`config.mk`:
```
export PLATFORM = sky130hd
export DESIGN_NAME = vector_hazard_ctrl
export DESIGN_NICKNAME = d
export VERILOG_FILES = /design/src/rtl/vector_hazard_ctrl.sv
export SDC_FILE = /design/constraint.sdc
export NUM_CORES = 1
export LEC_CHECK = 0
export BUFFER_PORTS_ARGS = -buffer_cell sky130_fd_sc_hd__buf_4
export CAP_MARGIN = 20
export CORE_MARGIN = 5
export CORE_UTILIZATION = 45
export DETAILED_ROUTE_END_ITERATION = 7
export GPL_ROUTABILITY_DRIVEN = 0
export PLACE_DENSITY = 0.86
export SLEW_MARGIN = 15
export SYNTH_ARGS = -nofsm -noshare
export SYNTH_HDL_FRONTEND = slang
export SYNTH_SLANG_ARGS = --single-unit
```
`constraint.sdc`:
```
create_clock -name clk -period 2.7 [get_ports clk]
set_input_delay 0.135 -clock clk [delete_from_list [all_inputs] [get_ports clk]]
set_output_delay 0.135 -clock clk [all_outputs]
set_load 0.05 [all_outputs]
```
`src/rtl/vector_hazard_ctrl.sv`:
```
// Pipeline hazard controller: sequences vectorial instructions through execute one
// element per cycle, resolves load-use stalls and taken-branch flushes.
module vector_hazard_ctrl #(
    parameter int unsigned LANES  = 4,
    parameter int unsigned ELEM_W = 2,
    parameter int unsigned CNT_W  = 16
) (
    input  logic              clk,
    input  logic              rst,
    input  logic              vectorialE,
    input  logic              ResultSrcE,
    input  logic [5:0]        RD_E,
    input  logic [5:0]        RS1_D,
    input  logic [5:0]        RS2_D,
    input  logic              PCSrcE,
    output logic              StallF,
    output logic              StallD,
    output logic              StallE,
    output logic              FlushD,
    output logic              FlushE,
    output logic [ELEM_W-1:0] ElemIdxE,
    output logic              VecBusy,
    output logic              VecDone,
    output logic [CNT_W-1:0]  StallCnt
);

    localparam int unsigned       LAST_IDX   = LANES - 1;
    localparam bit                MULTI_LANE = (LANES > 1);
    localparam logic [ELEM_W-1:0] LAST_ELEM  = ELEM_W'(LAST_IDX);

    typedef enum logic {
        IDLE,
        RUN
    } state_t;

    state_t            state_q, state_d;
    logic [ELEM_W-1:0] elem_q, elem_d;
    logic [CNT_W-1:0]  stall_cnt_q;
    logic              load_use;
    logic              vec_hold;

    // State and element counter register
    always_ff @(posedge clk) begin
        if (rst) begin
            state_q <= IDLE;
            elem_q  <= '0;
        end else begin
            state_q <= state_d;
            elem_q  <= elem_d;
        end
    end

    // Next state plus Mealy control outputs
    always_comb begin
        state_d  = state_q;
        elem_d   = elem_q;
        StallF   = 1'b0;
        StallD   = 1'b0;
        StallE   = 1'b0;
        FlushD   = 1'b0;
        FlushE   = 1'b0;
        VecBusy  = 1'b0;
        VecDone  = 1'b0;
        ElemIdxE = elem_q;
        vec_hold = 1'b0;
        load_use = 1'b0;

        case (state_q)
            IDLE: begin
                elem_d = '0;
                if (vectorialE && MULTI_LANE) begin
                    state_d = RUN;
                    elem_d  = ELEM_W'(1);
                end
            end
            RUN: begin
                if (elem_q == LAST_ELEM) begin
                    state_d = IDLE;
                    elem_d  = '0;
                end else begin
                    elem_d = elem_q + ELEM_W'(1);
                end
            end
            default: begin
                state_d = IDLE;
                elem_d  = '0;
            end
        endcase

        VecBusy  = (state_q == RUN) || vectorialE;
        VecDone  = VecBusy && (elem_q == LAST_ELEM);
        vec_hold = VecBusy && !VecDone;

        // Register 0 is hardwired zero, so it never forms a dependency
        load_use = ResultSrcE && (RD_E != 6'd0) && ((RD_E == RS1_D) || (RD_E == RS2_D));

        if (vec_hold) begin
            StallF = 1'b1;
            StallD = 1'b1;
            StallE = 1'b1;
        end else if (!VecBusy && PCSrcE) begin
            FlushD = 1'b1;
            FlushE = 1'b1;
        end else if (!VecBusy && load_use) begin
            StallF = 1'b1;
            StallD = 1'b1;
            FlushE = 1'b1;
        end
    end

    // Saturating count of front-end stall cycles
    always_ff @(posedge clk) begin
        if (rst) begin
            stall_cnt_q <= '0;
        end else if (StallF && (stall_cnt_q != '1)) begin
            stall_cnt_q <= stall_cnt_q + CNT_W'(1);
        end
    end

    assign StallCnt = stall_cnt_q;

endmodule

```
==> summary.md <==
In this run the power density over the cells is 397 mW/mm^2. The initialized floorplan defines 18 standard-cell rows. The share of Yosys cell area claimed by the top area cell type came out at 0.329.

The tools report the via total after detailed routing as 1,192. The share of synthesized cell area in and, or, nand and nor gates is 0.283, and the number of antenna diodes is 0. The worst vdd rail ir drop is 0.000268 V.

Highest fanout seen on the critical path: 25. Before antenna repair, the detailed router went through 4 iterations. The tools report the worst hold margin as 135 ps.

The HPWL after detailed placement is 2.45 mm. The capture point of the worst path is StallCnt[1]$_SDFFE_PP0P_. Timing analysis after detailed placement gives a worst setup slack of 552 ps. The flow ran to the end, and the final reports show no timing, DRC or antenna violations. Setup repair after global routing left no endpoint under its margin. The total standard cell area after synthesis is 0.00116 sq mm. Broken down by cell family, the worst path's largest delay share belongs to simple AND/OR/NAND/NOR gates.

The critical register-to-register path endpoint was StallCnt[1]$_SDFFE_PP0P_. Final cycle utilization of the critical path: 0.818. Sorting the synthesized cells by area gives the leading types as dfxtp_1, xor2_1, a21oi_1, or4_1, or3_1. Sort of element at the start of the critical path: a flop. The maximum clock skew at final layout was 9.19 ps; the logic depth of the worst register-to-register path was 7.

The share of cell area taken by muxes after synthesis is 0.00865, and the count of max-cap constraint violations is 0. In this run the worst setup path begins at StallCnt[0]$_SDFFE_PP0P_. Synthesis produced 131 cells.

Counting every net in the synthesized netlist gives 156. Starting density of the core: 0.467. The tools report the clock latency on the worst-skew pair as 290 ps. For the count of endpoints failing hold in the final timing report, the log shows 0. Summed over all layers, the routed wires come to 3.17 mm. The area fraction in compound gates after synthesis works out to 0.214. During synthesis, Yosys emitted a total of 0 warnings. The critical path crosses 7 cells after its start point.

The count of cells resized by post-cts repair is 0, and the number of remaining DRC errors is 0. Dividing the detail-routed wire length by the instance count gives 15.3 microns. The initial antenna violation count was 0; the number of vias per cell was 5.76. At the pin with the least slew margin, the transition time is 582 ps. The global-route total usage across every layer was 0.178.

The slowest stage of the critical path is the nor3_1 cell. The count of buffers from port buffering is 47, and the count of final max-slew check failures is 0. For the maximum operating frequency, the log shows 453 MHz. The number of clock buffers inserted by TritonCTS is 3.

The setup violation total in the final timing report is 0, and the maximum number of pins on one net before global-route repair is 26. The setup path with the least slack is of type reg2reg. The fraction of layout instances using a drive strength above 1 is 0.345. The die covers 0.00369 sq mm.

The worst hold path belongs to the class in2reg. The combinational family with the most area after synthesis is simple AND/OR/NAND/NOR gates. For the worst setup path, the data arrival time is 2390 ps. The worst path needs 2210 ps of the cycle, external delays included. The tree is rooted in a clkbuf_4. At the worst endpoint, the required time is 2880 ps. The biggest area contributor in the post-synthesis netlist is dfxtp_1. TritonCTS built the clock tree.

The run gives 2 as the number of buffers on the longest clock path. The number of nets still failing antenna checks after routing is 0. For the area of the placeable core, the log shows 0.00248 sq mm. The type of element capturing the critical path was a flop. On the worst path, the slowest cell contributes a delay of 530 ps. Post-synthesis share of cell area spent on full adders, half adders and majority gates: 0.0216.

The clock sink total came out at 19. Worst setup slack for register-to-register paths: 490 ps. In this run the count of I/O pins placed on the die edge is 48. The worst max-slew margin expressed relative to the limit was 0.609; the post-CTS repair timing setup buffer count was 0. The tools report the utilization after layout as 0.619. In the final timing run, aggregate negative setup slack is 0 ps. After synthesis, the netlist uses 43 different library cells. The die is 60.7 microns tall. The critical path goes through ha_1 > nand3_1 > nor3_1 > a211o_1 > o21a_4 > mux2i_1 > nor2_1. The area overhead of the layout relative to synthesis was 32.5%. The post-synthesis xor/xnor area fraction was 0.0984.

The run gives 203 as the number of nets at the end of the flow. The leakage power figure is 0.629 nW. Counting flops and latches in the post-synthesis netlist gives 19.

For the number of hold buffers added after CTS, the log shows 0. Clock edge transition at the registers on the reported setup and hold paths: 110 ps. The first global-routing pass estimated 5.04 mm of wire.

The number of DRC markers in iteration 0 is 58, and the number of H-tree branching levels is 1. Number of buffers and inverters on the critical path: 0. The run gives 0 as the residual overflow from global routing. A synthesized cell averages 8.83 sq um. The proportion of synthesized chip area in sequential cells is 0.329, and the number of global-route vias before repair is 1,203. The launching point of the worst reg2reg path is StallCnt[0]$_SDFFE_PP0P_. Die outline width: 60.7 microns. The worst path meets setup with 492 ps of slack.
[state kept, by name (all words and copies together), names as in the netlist]
name / count
state_q: 1
ElemIdxE: 2
StallCnt: 16
[worst register-to-register path, delay by kind of cell, from the launching register on]
family | cells | cell delay, ps
flip-flops | 1 | 420
AND/OR/NAND/NOR | 3 | 740
AO/OA/AOI/OAI | 2 | 490
adder cells (fa/ha/maj) | 1 | 220
multiplexers | 1 | 220
[Yosys cell counts, drive strengths merged]
library cell  count
xor2             13
dfxtp            19
o21ai             8
a311oi            2
nor3              1
buf               3
or4               5
clkbuf            2
and3              3
a21o              1
o21bai            1
or3               7
inv               3
o21a              1
nand2             6
nor3b             1
nor4b             1
and4              1
and2              4
nor4              2
nor2              8
o211ai            1
a21oi            11
a41oi             1
nand3             5
nand2b            2
a22oi             1
mux2i             1
o31ai             4
o311ai            1
nor2b             2
o22ai             1
nand4             4
ha                2
o221a             1
a31oi             1
a211o             1
[cell type report]
type | count | area, sq um
Fill cell | 216 | 943
Clock buffer | 3 | 22.5
Sequential cell | 19 | 380
Inverter | 3 | 11.3
Tap cell | 30 | 37.5
Multi-Input combinational cell | 104 | 724
Clock inverter | 1 | 5.00
Timing Repair Buffer | 47 | 353
[power breakdown]
part / internal (mW) / switching [mW] / leakage [nW] / total, mW
Combinational: 0.0650 / 0.107 / 0.457 / 0.172
Clock: 0.0551 / 0.0845 / 0.0177 / 0.140
Sequential: 0.288 / 0.00910 / 0.154 / 0.298
Total: 0.408 / 0.201 / 0.629 / 0.609
[metrics by stage]
stage / instances / cell area, sq um / total power, mW
final: 207 / 1530 / 0.609
after global routing: 207 / 1530 / 0.638
after CTS: 207 / 1530 / 0.618
after detailed placement: 203 / 1510 / 0.477
after global placement: 203 / 1510 / 0.469
after floorplan: 131 / 1160 / 0.418
[worst min-delay path by stage]
stage	to	slack (ps)	from	cells past startpoint
final	StallCnt[3]$_SDFFE_PP0P_	140	rst	2
after global routing	StallCnt[3]$_SDFFE_PP0P_	120	rst	2
after CTS	StallCnt[3]$_SDFFE_PP0P_	120	rst	2
after detailed placement	state_q$_SDFF_PP0_	450	rst	2
after global placement	state_q$_SDFF_PP0_	440	rst	2
after floorplan	state_q$_SDFF_PP0_	300	vectorialE	2
[kinds of logic (layout without fill, tap and decap cells)]
group,after synthesis,count (layout)
flip-flops,19,19
multiplexers,1,1
adder cells (fa/ha/maj),2,2
buffers and inverters,8,54
XOR/XNOR,13,13
AND/OR/NAND/NOR,52,52
AO/OA/AOI/OAI,36,36
[layer usage]
metal  wire length (microns)  global-route usage
met2                    1670               0.339
met3                     344              0.0404
met1                    1150               0.188
met4                       8              0.0650
met5                       0                   0
[placed cells by master (no fill, tap or decap), types with 3 or more instances in the layout]
master / count
clkbuf_4: 3
dfxtp_1: 19
and2_1: 4
buf_4: 47
nor2_1: 8
a21oi_1: 11
or3_1: 5
or4_1: 5
nand3_1: 5
and3_1: 3
o21ai_1: 6
inv_1: 3
nand4_1: 4
nand2_1: 6
o31ai_1: 3
xor2_1: 13
No activity file was read; power rests on OpenSTA's default activity.
